--- config.mk ---
export PLATFORM = sky130hd
export DESIGN_NAME = morse_letter_ctrl
export DESIGN_NICKNAME = d
export VERILOG_FILES = /design/src/rtl/morse_letter_ctrl.sv
export SDC_FILE = /design/constraint.sdc
export NUM_CORES = 1
export LEC_CHECK = 0
export CAP_MARGIN = 20
export CORE_MARGIN = 3
export CORE_UTILIZATION = 57
export CTS_CLUSTER_DIAMETER = 120
export DETAILED_ROUTE_END_ITERATION = 6
export PLACE_DENSITY = 0.84
export SYNTH_ARGS = -nofsm -noshare
export SYNTH_HDL_FRONTEND = slang
export SYNTH_SLANG_ARGS = --single-unit
--- constraint.sdc ---
create_clock -name Clock -period 5.71 [get_ports Clock]
set_input_delay 1.713 -clock Clock [delete_from_list [all_inputs] [get_ports Clock]]
set_output_delay 1.713 -clock Clock [all_outputs]
set_load 0.01 [all_outputs]
--- src/rtl/morse_letter_ctrl.sv ---
// Morse letter sequencer: buffers classified dot/dash elements, times key-up gaps,
// and emits letter / word-space strobes. Define MORSE_ASCII_EN to build the ASCII lookup.
module morse_letter_ctrl #(
  parameter int LETTER_GAP = 15,
  parameter int WORD_GAP   = 35,
  parameter int MAX_ELEMS  = 5,
  parameter int GAP_W      = 6
) (
  input  logic                 Clock,
  input  logic                 reset,
  input  logic                 IN,
  input  logic                 dot,
  input  logic                 dash,
  output logic [MAX_ELEMS-1:0] elem_bits,
  output logic [2:0]           elem_cnt,
  output logic                 letter_valid,
  output logic                 letter_err,
  output logic                 word_space,
  output logic [7:0]           ascii
);

  typedef enum logic [1:0] {IDLE, KEYING, GAP, WORD_WAIT} state_t;

  state_t               r_state;
  logic [MAX_ELEMS-1:0] r_buf;
  logic [2:0]           r_cnt;
  logic                 r_err;
  logic [GAP_W-1:0]     r_gap;

  logic                 w_strobe;
  logic                 w_full;
  logic [GAP_W-1:0]     w_gap_inc;
  logic [MAX_ELEMS-1:0] w_buf_app;
  logic [2:0]           w_cnt_app;
  logic                 w_err_app;

  assign w_strobe  = dot | dash;
  assign w_full    = (r_cnt == 3'(MAX_ELEMS));
  assign w_gap_inc = (r_gap == '1) ? r_gap : r_gap + 1'b1;

  // Buffer contents after accepting the current strobe; a double strobe or a full
  // buffer only flags the error and leaves the pattern untouched.
  always_comb begin
    w_buf_app = r_buf;
    w_cnt_app = r_cnt;
    w_err_app = r_err;
    if ((dot & dash) || w_full) begin
      w_err_app = 1'b1;
    end else begin
      w_buf_app = {r_buf[MAX_ELEMS-2:0], dash};
      w_cnt_app = r_cnt + 3'd1;
    end
  end

`ifdef MORSE_ASCII_EN
  logic [7:0] w_ascii;

  function automatic logic [7:0] morse_lookup(input logic [2:0] c, input logic [4:0] b);
    case ({c, b})
      {3'd1, 5'b00000}: morse_lookup = 8'h45; // E
      {3'd1, 5'b00001}: morse_lookup = 8'h54; // T
      {3'd2, 5'b00001}: morse_lookup = 8'h41; // A
      {3'd2, 5'b00000}: morse_lookup = 8'h49; // I
      {3'd2, 5'b00011}: morse_lookup = 8'h4D; // M
      {3'd2, 5'b00010}: morse_lookup = 8'h4E; // N
      {3'd3, 5'b00100}: morse_lookup = 8'h44; // D
      {3'd3, 5'b00110}: morse_lookup = 8'h47; // G
      {3'd3, 5'b00101}: morse_lookup = 8'h4B; // K
      {3'd3, 5'b00111}: morse_lookup = 8'h4F; // O
      {3'd3, 5'b00010}: morse_lookup = 8'h52; // R
      {3'd3, 5'b00000}: morse_lookup = 8'h53; // S
      {3'd3, 5'b00001}: morse_lookup = 8'h55; // U
      {3'd3, 5'b00011}: morse_lookup = 8'h57; // W
      {3'd4, 5'b01000}: morse_lookup = 8'h42; // B
      {3'd4, 5'b01010}: morse_lookup = 8'h43; // C
      {3'd4, 5'b00010}: morse_lookup = 8'h46; // F
      {3'd4, 5'b00000}: morse_lookup = 8'h48; // H
      {3'd4, 5'b00111}: morse_lookup = 8'h4A; // J
      {3'd4, 5'b00100}: morse_lookup = 8'h4C; // L
      {3'd4, 5'b00110}: morse_lookup = 8'h50; // P
      {3'd4, 5'b01101}: morse_lookup = 8'h51; // Q
      {3'd4, 5'b00001}: morse_lookup = 8'h56; // V
      {3'd4, 5'b01001}: morse_lookup = 8'h58; // X
      {3'd4, 5'b01011}: morse_lookup = 8'h59; // Y
      {3'd4, 5'b01100}: morse_lookup = 8'h5A; // Z
      {3'd5, 5'b11111}: morse_lookup = 8'h30;
      {3'd5, 5'b01111}: morse_lookup = 8'h31;
      {3'd5, 5'b00111}: morse_lookup = 8'h32;
      {3'd5, 5'b00011}: morse_lookup = 8'h33;
      {3'd5, 5'b00001}: morse_lookup = 8'h34;
      {3'd5, 5'b00000}: morse_lookup = 8'h35;
      {3'd5, 5'b10000}: morse_lookup = 8'h36;
      {3'd5, 5'b11000}: morse_lookup = 8'h37;
      {3'd5, 5'b11100}: morse_lookup = 8'h38;
      {3'd5, 5'b11110}: morse_lookup = 8'h39;
      default:          morse_lookup = 8'h3F;
    endcase
  endfunction

  assign w_ascii = r_err ? 8'h3F : morse_lookup(r_cnt, 5'(r_buf));
`else
  assign ascii = 8'h00;
`endif

  always_ff @(posedge Clock or negedge reset) begin
    if (!reset) begin
      r_state      <= IDLE;
      r_buf        <= '0;
      r_cnt        <= '0;
      r_err        <= 1'b0;
      r_gap        <= '0;
      elem_bits    <= '0;
      elem_cnt     <= '0;
      letter_valid <= 1'b0;
      letter_err   <= 1'b0;
      word_space   <= 1'b0;
`ifdef MORSE_ASCII_EN
      ascii        <= '0;
`endif
    end else begin
      letter_valid <= 1'b0;
      word_space   <= 1'b0;
      case (r_state)
        IDLE: begin
          r_gap <= '0;
          if (IN) r_state <= KEYING;
        end
        KEYING: begin
          r_gap <= '0;
          if (w_strobe) begin
            r_buf <= w_buf_app;
            r_cnt <= w_cnt_app;
            r_err <= w_err_app;
            if (!IN) r_state <= GAP;
          end
        end
        GAP: begin
          if (w_strobe) begin
            r_buf <= w_buf_app;
            r_cnt <= w_cnt_app;
            r_err <= w_err_app;
            r_gap <= '0;
            if (IN) r_state <= KEYING;
          end else if (IN) begin
            r_gap   <= '0;
            r_state <= KEYING;
          end else begin
            r_gap <= w_gap_inc;
            // Letter is published and the buffer freed on the same edge; the
            // gap counter keeps running towards the word gap.
            if (w_gap_inc == GAP_W'(LETTER_GAP)) begin
              letter_valid <= 1'b1;
              elem_bits    <= r_buf;
              elem_cnt     <= r_cnt;
              letter_err   <= r_err;
`ifdef MORSE_ASCII_EN
              ascii        <= w_ascii;
`endif
              r_buf        <= '0;
              r_cnt        <= '0;
              r_err        <= 1'b0;
              r_state      <= WORD_WAIT;
            end
          end
        end
        WORD_WAIT: begin
          if (IN) begin
            r_gap   <= '0;
            r_state <= KEYING;
          end else if (w_gap_inc == GAP_W'(WORD_GAP)) begin
            word_space <= 1'b1;
            r_gap      <= '0;
            r_state    <= IDLE;
          end else begin
            r_gap <= w_gap_inc;
          end
        end
        default: r_state <= IDLE;
      endcase
    end
  end

endmodule

Word level (Yosys, flattened, before mapping)
Cells that the tools add are included.

Bits in registers: 28. Input port bits: 5. Output and inout port bits: 19. Logic and storage cells: 76.

Add/sub/neg operators: 2. Equal/unequal tests: 13. Mux-type cells: 40. Bitwise gates (word level): 4. Reductions and logical operators: 7.

Operator list (count): 6-bit two-way mux (5); 5-bit two-way mux (5); 6-bit one-hot mux with 3 select lines (1); 2-bit two-way mux (8); 3-bit two-way mux (5); 6-bit == test (second input constant) (2); 1-bit two-way mux (12); 4-bit AND reduction (3); 5-bit one-hot mux with 2 select lines (1); 3-bit != test (second input constant) (3); 2-bit one-hot mux with 4 select lines (1); 6-bit by 1-bit adder with 6-bit output (second input constant) (1); 6-bit by 4-bit == test with 1-bit output (second input constant) (1); 3-bit one-hot mux with 2 select lines (1); 2-bit == test (second input constant) (2); 2-bit != test (second input constant) (2); 4-bit != test (second input constant) (1); 3-bit by 1-bit adder with 3-bit output (second input constant) (1); 3-bit == test (second input constant) (1); 2-bit by 1-bit == test with 1-bit output (second input constant) (1); 2-bit logical NOT (1); 1-bit inverter (2); 1-bit one-hot mux with 2 select lines (1); 2-bit nonzero test (1); 4 further kinds (4).

Depth between registers and ports, before layout
Gate-level depths: netlist of the first run.

Depth after elaboration: 7. Gate-level depth with buffers: 7. Mapped depth without buffers: 7.

Least setup slack after synthesis of the first run
OpenSTA, ideal clock, no wires.

Path kind: input port to flip-flop. Start point: input port IN. End point: register elem_bits[3]. Setup time: 125 ps. Arrival: 3048 ps. Data required time: 5585 ps. Path slack: 2537 ps. Stages on the path: 6. Path buffers: 1. Path through: nand2b_1 -> nor2_1 -> nand2_1 -> nor4_4 -> buf_6 -> mux2_4.

Longest elaborated chain between the ends: 2.

Ends and longest elaborated chain: start: declaration (line 11) `input logic IN,`; 1-bit inverter (no source line); 4-bit AND reduction (no source line); end signal: assignment (line 153) `elem_bits <= r_buf;`; end: declaration (line 14) `output logic [MAX_ELEMS-1:0] elem_bits,`.

Every way passes these cells. A chain may end at the register's enable or synchronous reset.

Worst setup path after layout of the first run
Start point: input port IN. End point: register letter_err.

Longest elaborated chain between the ends: 2.

Ends and longest elaborated chain: 1-bit inverter (no source line); 4-bit AND reduction (no source line); end signal: assignment (line 155) `letter_err <= r_err;`; end: declaration (line 17) `output logic letter_err,`.

Every way passes these cells.

==> results of run 1 <==
[metrics by stage]
stage / std cells / power [mW] / hold WS [ps] / utilization, %
after floorplan: 159 / 0.3822 / 460.6 / -
after global placement: 192 / 0.4083 / 480.6 / 65.18
after detailed placement: 192 / 0.4220 / 494.9 / 65.18
after CTS: 195 / 0.5023 / 526.2 / 66.07
after global routing: 195 / 0.5327 / 556.5 / 66.07
final: 195 / 0.5023 / 524.4 / 66.07
[layer usage]
metal	track usage (%)	share of wire (%)
met2	31.61	52
met4	9.603	2.2
met5	0	0
met1	21.41	42
met3	2.227	3.7
[worst register-to-register path, delay by kind of cell (launching register included)]
family / cells / cell delay (ps)
flip-flops: 1 / 460
AND/OR/NAND/NOR: 3 / 1170
multiplexers: 2 / 740
adder cells (fa/ha/maj): 1 / 350
[state kept, by name, indices dropped and copies added, names as in the netlist, 2 cells and up]
register   flops
r_state        2
r_buf          5
elem_bits      5
r_cnt          3
elem_cnt       3
r_gap          6
[cell usage after synthesis, types with 3 or more instances]
master and n:
o21ai_0 7, mux2_2 9, a21oi_1 8, nor2_1 15, buf_6 3, buf_4 8
nor2b_1 4, nand3_1 4, nor3b_1 3, dfrtp_1 28, ha_1 3, a31oi_1 3
nand2_1 18, xor2_1 4, nor3_1 5
[report_power, final]
group          internal (mW)  switching (mW)  total, mW
Clock                 0.0248          0.0573     0.0821
Combinational         0.0585          0.0923      0.151
Sequential             0.232          0.0378      0.269
[kinds of logic (layout without fill, tap and decap cells)]
kind of cell    after synthesis  in the layout  share of synthesized area, %
compound gates               26             26                         10.00
other cells                   1              8                        0.2457
simple gates                 63             63                         21.80
mux                          11             11                         9.098
flops                        28             28                         45.90
xor+xnor                      6              6                         3.443
fa+ha+maj                     3              3                         2.459
buf+inv                      14             20                         7.049
[final cells by class]
type	count	area, um^2	area share, %
multi-input combinational	117	744.5	44.67
sequential	28	700.7	42.04
timing repair buffer	16	157.7	9.459
tap	30	37.54	2.252
clock buffer	3	22.52	1.351
inverter	1	3.754	0.2252
[worst max-delay path by stage]
stage,slack (ps),cells past startpoint,end,startpoint
final,2060,6,letter_err,IN
after global routing,1920,5,elem_bits[2],dash
after CTS,2050,6,elem_bits[2],IN
after detailed placement,1700,6,elem_bits[2],IN
after global placement,1760,6,elem_bits[2],IN
after floorplan,2540,6,elem_bits[3],IN
==> metrics.md, run 1 <==
| Metric | Value |
|---|---|
| Remaining DRCs | 0 |
| Vias | 1120 |
| Path depth of the worst reg2reg path | 6 |
| Critical path launch point type | input port |
| Clock slew at reported path FFs | 150 ps |
| Asr flop ratio synth | 100.0% |
| ANT nets after route | 0 |
| HP Class | reg2reg |
| Top post-synthesis cells by area | dfrtp_1 46%, mux2_2 6.6%, nand2_1 4.4% |
| Initial antenna violation count | 0 |
| Min-delay src | r_err |
| Root buffer selected by CTS | clkbuf_4 |
| Most used DFF post-synth | dfrtp_1 |
| Overflow after GRT | 0 |
| Largest net degree at the start of global routing | 29 |
| # rows | 18 |
| Total GRT Usage | 18.03% |
| Net count reported at finish | 175 |
| Fin. Hold Viols | 0 |
| Initial Util | 60.52% |
| Num CTS Buffers | 3 |
| DP HPWL | 2174 um |
| Slowest-stage cell, CP | nor4_4 |
| RR Startpoint | r_gap[0] |
| # setup viols final | 0 |
| DRC marker count from the first detailed-route iteration | 51 |
| Vias per inst | 5.744 |
| P_leak | 0.7119 nW |
| Count of input and output buffers | 15 |
| Core Area | 0.002522 mm^2 |
| CP Class | in2reg |
| Gp weighted congestion | 0.7667 |
| FF-to-FF End | letter_err |
| Post-route cell area | 0.001667 mm^2 |
| Critical Path RT | 5940 ps |
| Slew headroom | 35.85% |
| Synth area leader | dfrtp_1 |
| Synthesized area | 0.001526 mm^2 |
| Die area | 0.003335 mm^2 |
| Post-synth top area share | 45.90% |
| Maximum Capacitance Violations | 0 |
| DIE HEIGHT | 57.75 um |
| Synthesis-stage register bit count | 28 |
| Post-synth EDFFs | 0 |
| Layout fillers | 211 |
| Data arrival, critical path | 3880 ps |
| H-tree Lvls | 1 |
| Commonest non-fill, non-tap cell in the layout | dfrtp_1 |
| Max Slew Vio Count | 0 |
| First-pass GRT wire length | 4609 um |
| Fin crit share | 63.92% |
| Setup TNS | 0 ps |
| CP max stage delay | 850 ps |
| Synth cell types | 37 |
| Flop-to-flop setup slack | 2900 ps |
| Setup ws final | 2060 ps |
| Fin crit period | 3650 ps |
| Area after DPL | 0.001644 mm^2 |
| Final WL | 2892 um |
| Pwr/cell area | 301.4 mW/mm^2 |
| Register area share after synthesis | 45.90% |
| Worst hold path cell count | 2 |
| Clock Skew | 8.207 ps |
| Worst Path Max Fanout | 18 |
| Peak supply drop | 0.0002366 V |
| Die width | 57.75 um |
| Worst Tran Pin Value | 955.0 ps |
| CP Buf/Inv Count | 1 |
| Crit-path leading delay family | simple AND/OR/NAND/NOR gates |
| Antenna cells | 0 |
| Status | complete, no violations |
| Area Growth Syn to Fin | 9.180% |
| Mapped Avg Cell Area | 10.04 um^2 |
| Layout cells sized above 1 | 12.12% |
| Post-Synthesis Cells | 152 |
| Commonest cells after routing, fill and taps aside | 28 x dfrtp_1, 18 x nand2_1, 15 x nor2_1, 15 x clkdlybuf4s50_1, 9 x mux2_2 |
| Max clock buf depth | 2 |
| RSZ-0062 raised after global routing | no |
| Cts hold-fix bufs | 0 |
| PostCTS Resize Cnt | 0 |
| CP Capture Type | register |
| Pre-CTS setup slack | 1697 ps |
| Clk_lat worst skew | 330 ps |
| Hold path endpoint | r_err |
| Wire per inst | 14.83 um |
| Post-CTS Setup Inserts | 0 |
| Yosys Warn Count | 0 |
| Sink Count | 28 |
| IO Pins | 24 |
| DRT Pass-1 Iters | 4 |
| CTS tree | yes |
| Crit-path cells | clkdlybuf4s50_1 > nand2b_1 > nor2_1 > nand2_1 > nor4_4 > mux2_2 |
| Number of global-route vias before repair | 1058 |
| Fmax | 274.0 MHz |
No activity file was read; power rests on OpenSTA's default activity.
==> run 2, diff against run 1 <==
--- a/config.mk
+++ b/config.mk
@@ -7,10 +7,10 @@
 export LEC_CHECK = 0
 export CAP_MARGIN = 20
 export CORE_MARGIN = 3
-export CORE_UTILIZATION = 57
+export CORE_UTILIZATION = 48
 export CTS_CLUSTER_DIAMETER = 120
 export DETAILED_ROUTE_END_ITERATION = 6
-export PLACE_DENSITY = 0.84
+export PLACE_DENSITY = 0.75
 export SYNTH_ARGS = -nofsm -noshare
 export SYNTH_HDL_FRONTEND = slang
 export SYNTH_SLANG_ARGS = --single-unit
==> constraint.sdc (replaced) <==
create_clock -name Clock -period 3.3 [get_ports Clock]
set_input_delay 0.99 -clock Clock [delete_from_list [all_inputs] [get_ports Clock]]
set_output_delay 0.99 -clock Clock [all_outputs]
set_load 0.01 [all_outputs]
==> metrics.md, run 2 (synthesis results as in run 1) <==
| Metric | Value |
|---|---|
| Gp weighted congestion | 0.8296 (+8.2%) |
| Cts hold-fix bufs | 0 (unchanged) |
| Fin. Hold Viols | 0 (unchanged) |
| CP Class | in2reg |
| Top layer in use | met4 |
| Power share of the sequential group | 48.8% (-4.8 points) |
| Routed wl met3 | 94 um (-11%) |
| Vias per inst | 5.233 (-8.9%) |
| Largest registers | r_gap x6, elem_bits x5, r_buf x5 |
| Die width | 62.39 um (+8.0%) |
| Fin crit share | 78.05% |
| Max Slew Vio Count | 0 (unchanged) |
| Largest net degree at the start of global routing | 29 (unchanged) |
| Sink Count | 28 (unchanged) |
| Setup TNS | 0 ps (unchanged) |
| Remaining DRCs | 0 (unchanged) |
| DRT Pass-1 Iters | 5 (+1) |
| Post-CTS Setup Inserts | 0 (unchanged) |
| Wire per inst | 13.38 um (-9.8%) |
| First-pass GRT wire length | 5023 um (+9.0%) |
| # rows | 19 (+1) |
| Pwr/cell area | 550.7 mW/mm^2 (+83%) |
| Layout cells sized above 1 | 13.69% (+1.6 points) |
| CTS tree | yes |
| HP Class | reg2reg |
| Storage element area | 700.7 um^2 (unchanged) |
| Initial antenna violation count | 0 (unchanged) |
| Maximum Capacitance Violations | 0 (unchanged) |
| Root buffer selected by CTS | clkbuf_4 |
| DP HPWL | 2074 um (-4.6%) |
| Min Hold Slack | 519.7 ps (-4.721 ps) |
| Overflow after GRT | 0 (unchanged) |
| # setup viols final | 0 (unchanged) |
| Sw Share | 33.44% (-3.9 points) |
| Vias | 1099 (-1.9%) |
| Initial Util | 52.63% (-7.9 points) |
| DIE HEIGHT | 62.39 um (+8.0%) |
| Area Growth Syn to Fin | 13.12% |
| Count of input and output buffers | 15 (unchanged) |
| Max reg flops | 6 (unchanged) |
| RSZ-0062 raised after global routing | no |
| H-tree Lvls | 1 (unchanged) |
| Largest Register | r_gap |
| DRC marker count from the first detailed-route iteration | 82 (+61%) |
| Clock Skew | 7.896 ps (-0.3114 ps) |
| Wl on met1 | 1332 um (+9.4%) |
| Fmax | 388.2 MHz |
| DR WL met2 | 1351 um (-10%) |
| Fin crit period | 2576 ps |
| Peak supply drop | 0.0004880 V (+110%) |
| PostCTS Resize Cnt | 0 (unchanged) |
| Net count reported at finish | 177 (+1.1%) |
| Clock slew at reported path FFs | 150 ps (about the same) |
| P_int | 0.6328 mW (+100%) |
| Critical path launch point type | input port |
| Clk pwr share | 23.0% (+6.6 points) |
| Max clock buf depth | 2 (unchanged) |
| Antenna cells | 0 (unchanged) |
| Commonest non-fill, non-tap cell in the layout | dfrtp_1 |
| Total GRT Usage | 15.69% (-2.3 points) |
| IO Pins | 24 (unchanged) |
| Worst Path Max Fanout | 18 (unchanged) |
| Core Area | 0.002900 mm^2 (+15%) |
| Critical Path RT | 3520 ps (-2420 ps) |
| P_leak | 0.7367 nW (+3.5%) |
| Clk_lat worst skew | 320 ps (about the same) |
| Data arrival, critical path | 2790 ps (-1090 ps) |
| ANT nets after route | 0 (unchanged) |
| Commonest cells after routing, fill and taps aside | 28 x dfrtp_1, 18 x nand2_1, 15 x nor2_1, 15 x clkdlybuf4s50_1, 9 x mux2_2 |
| Final WL | 2810 um (-2.8%) |
| Num CTS Buffers | 3 (unchanged) |
| Combinational cell fraction of total power | 28.3% (-1.7 points) |
| Sw Pwr | 0.3180 mW (+70%) |
| Number of global-route vias before repair | 1164 (+10%) |
| Layout fillers | 257 (+22%) |
| Area occupied by multi-input gates | 744.5 um^2 (unchanged) |
| Die area | 0.003893 mm^2 (+17%) |
| CP Capture Type | register |
| Status | complete, no violations |
-- run 2: cell count changes in the layout (fill, tap and decap cells not counted), sizes merged --
| cell | before | now |
|---|---|---|
| bufinv | 0 | 1 |
| buf | 1 | 3 |
-- run 2: path summary, 6_finish.rpt --
kind	slack, ps	startpoint	depth (start not counted)	end
max in group asynchronous	2010	reset	2	r_buf[0]
min in group asynchronous	1030	reset	2	elem_bits[4]
setup / recovery	720	IN	7	elem_cnt[2]
hold reg to reg	520	r_buf[1]	2	r_buf[2]
setup reg to reg	920	r_gap[0]	7	elem_cnt[2]
hold / removal	520	r_buf[1]	2	r_buf[2]
-- run 2: power by group through the flow --
stage               Combinational, mW  Sequential (mW)  Clock (mW)
floorplan                       0.216            0.446           0
global placement                0.255            0.466           0
detailed placement              0.267            0.470           0
CTS                             0.271            0.462       0.227
global route                    0.315            0.472       0.247
finish                          0.269            0.464       0.218
-- run 2: critical path, cell delays in order --
cell and delay (ps):
clkdlybuf4s50_1 470, nand2b_1 200, nor2_1 130, nand2_1 120, nor4_4 250, buf_4 270
mux2_2 360
-- run 2: per-stage QoR --
stage                     worst slack (ps)  utilization (%)  instances  power (mW)  area (um^2)
after floorplan                      850.2                -        159      0.6614         1553
after global placement               464.4            57.72        206      0.7208         1674
after detailed placement             394.0            57.72        206      0.7373         1674
after CTS                            744.4            59.53        210      0.9603         1727
after global routing                 651.3            59.53        210       1.033         1727
final                                724.2            59.53        210      0.9508         1727
-- run 2: final cells by class --
| type | count | area share (%) |
|---|---|---|
| clock buffer | 3 | 1.304 |
| clock inverter | 1 | 1.739 |
| tap | 42 | 3.043 |
| multi-input combinational | 117 | 43.12 |
| sequential | 28 | 40.58 |
| inverter | 1 | 0.2174 |
| timing repair buffer | 18 | 10.00 |
-- run 2: metal layers --
metal | vias to the layer above | global-route usage (%)
met5 | - | 0
met4 | 0 | 6.061
met3 | 4 | 2.338
met2 | 28 | 26.34
met1 | 527 | 20.46
li1 | 540 | -
==> run 3, diff against run 2 <==
==> constraint.sdc (replaced) <==
create_clock -name Clock -period 2.06 [get_ports Clock]
set_input_delay 0.618 -clock Clock [delete_from_list [all_inputs] [get_ports Clock]]
set_output_delay 0.618 -clock Clock [all_outputs]
set_load 0.01 [all_outputs]
==> metrics.md, run 3 (synthesis results as in run 1) <==
| Metric | Value |
|---|---|
| Status | finished with violations |
| Failing checks | negative setup slack |
| Fin crit period | 2093 ps |
| Area Growth Syn to Fin | 29.59% |
| Clock Skew | 5.880 ps (-2.016 ps) |
| Fin. Hold Viols | 0 (unchanged) |
| Total GRT Usage | 17.96% (+2.3 points) |
| Die area | 0.003893 mm^2 (unchanged) |
| Gp weighted congestion | 0.8246 (-0.60%) |
| Overflow after GRT | 0 (unchanged) |
| Wire per inst | 15.39 um (+15%) |
| # setup viols final | 9 (+9) |
| Largest Register | r_gap |
| Peak supply drop | 0.0004778 V (-2.1%) |
| RR Startpoint | r_gap[0] |
| Path depth of the worst reg2reg path | 8 (+1) |
| DRT Pass-1 Iters | 4 (-1) |
| Root buffer selected by CTS | clkbuf_4 |
| Commonest cells after routing, fill and taps aside | 28 x dfrtp_1, 22 x buf_4, 18 x nand2_1, 15 x clkdlybuf4s50_1, 14 x nor2_1 |
| Antenna cells | 0 (unchanged) |
| Power share of the sequential group | 45.1% (-3.7 points) |
| Count of input and output buffers | 15 (unchanged) |
| Data arrival, critical path | 2330 ps (-460 ps) |
| Remaining DRCs | 0 (unchanged) |
| Sw Share | 34.97% (+1.5 points) |
| HP Class | reg2reg |
| Maximum Capacitance Violations | 0 (unchanged) |
| First-pass GRT wire length | 5706 um (+14%) |
| RSZ-0062 raised after global routing | yes |
| Layout cells sized above 1 | 25.93% (+12 points) |
| Core Area | 0.002900 mm^2 (unchanged) |
| Max Slew Vio Count | 0 (unchanged) |
| Sink Count | 28 (unchanged) |
| Flop-to-flop setup slack | -30 ps (-950 ps) |
| Net count reported at finish | 198 (+12%) |
| Initial antenna violation count | 0 (unchanged) |
| Largest net degree at the start of global routing | 29 (unchanged) |
| Critical path launch point type | register |
| Critical Path RT | 2300 ps (-1220 ps) |
| Setup TNS | -252.1 ps (-252.1 ps) |
| Max reg flops | 6 (unchanged) |
| Initial Util | 52.63% (unchanged) |
| Fin crit share | 101.6% |
| IO Pins | 24 (unchanged) |
| Area after DPL | 0.001819 mm^2 (+8.7%) |
| Sw Pwr | 0.5829 mW (+83%) |
| Post-route cell area | 0.001978 mm^2 (+15%) |
| ANT nets after route | 0 (unchanged) |
| P_int | 1.084 mW (+71%) |
| CP Class | reg2reg |
| Num CTS Buffers | 3 (unchanged) |
| Number of global-route vias before repair | 1295 (+11%) |
| P_leak | 0.8638 nW (+17%) |
| Vias per inst | 5.338 (+2.0%) |
| Combinational cell fraction of total power | 33.0% (+4.7 points) |
| Final WL | 3555 um (+27%) |
| Worst Path Max Fanout | 8 (-10) |
| FF-to-FF End | elem_bits[2] |
| Layout fillers | 232 (-9.7%) |
| # rows | 19 (unchanged) |
| DIE HEIGHT | 62.39 um (unchanged) |
| DRC marker count from the first detailed-route iteration | 41 (-50%) |
| Largest registers | r_gap x6, elem_bits x5, r_buf x5 |
| CP Capture Type | register |
| Vias | 1233 (+12%) |
| Clock slew at reported path FFs | 160 ps (about the same) |
| Critical Path Start | r_gap[0] |
| Area occupied by multi-input gates | 808.3 um^2 (+8.6%) |
| Storage element area | 700.7 um^2 (unchanged) |
| Fmax | 477.9 MHz |
| Max clock buf depth | 2 (unchanged) |
| Final design utilization | 68.21% (+8.7 points) |
| CTS tree | yes |
| DP HPWL | 2346 um (+13%) |
| Die width | 62.39 um (unchanged) |
| H-tree Lvls | 1 (unchanged) |
| Clk pwr share | 22.0% (-1.0 points) |
| Critical path endpoint | elem_bits[2] |
| Pwr/cell area | 842.8 mW/mm^2 (+53%) |
| Commonest non-fill, non-tap cell in the layout | dfrtp_1 |
| Clk_lat worst skew | 330 ps (about the same) |
| Setup ws final | -32.67 ps (-756.9 ps) |
## run 3: worst max-delay path, stage by stage (launching register included)
cell and delay (ps):
dfrtp_1 450, buf_4 150, buf_4 140, and2b_1 300, nand2_4 80, nor4_4 250
buf_4 180, buf_12 140, mux2_4 300
## run 3: timing repair
item	in CTS	in global routing
hold buffers	0	0
gates resized for setup	2	10
pin swaps	1	4
setup endpoints to repair	8	9
gates cloned	0	1
setup buffers	0	4
## run 3: layout make-up
cell class	instances	area share, %
Timing Repair Buffer	39	18.22
Sequential cell	28	35.42
Inverter	1	0.1898
Tap cell	42	2.657
Multi-Input combinational cell	117	40.86
Clock buffer	3	1.139
Clock inverter	1	1.518
## run 3: worst min path at each step
stage                          start            to  slack (ps)  depth (start not counted)
final                     letter_err    letter_err         520                          1
after global routing      letter_err    letter_err         550                          1
after detailed placement    r_buf[4]  elem_bits[4]         490                          1
after global placement         r_err         r_err         490                          2
after floorplan                reset  elem_bits[0]         320                          0
after CTS                 letter_err    letter_err         530                          1
## run 3: power by group through the flow
stage	clock, mW	sequential, mW	combinational [mW]
final	0.366	0.751	0.550
after detailed placement	0	0.751	0.488
after CTS	0.367	0.744	0.496
after global placement	0	0.742	0.458
after floorplan	0	0.717	0.346
after global routing	0.400	0.765	0.616
## run 3: through the flow
step	cells	worst slack [ps]	power [mW]	hold slack, ps
after global routing	231	-90.28	1.780	551.6
final	231	-32.67	1.667	524.7
after global placement	222	-321.0	1.200	485.3
after detailed placement	222	-382.2	1.239	494.3
after CTS	226	19.09	1.608	530.5
after floorplan	159	-232.6	1.064	322.4
## run 3: per-layer routing
metal  GRT usage, %  part of all wire, %
met4          9.366                  1.8
met5              0                    0
met2          32.26                   52
met1          20.37                   43
met3          3.058                  3.0
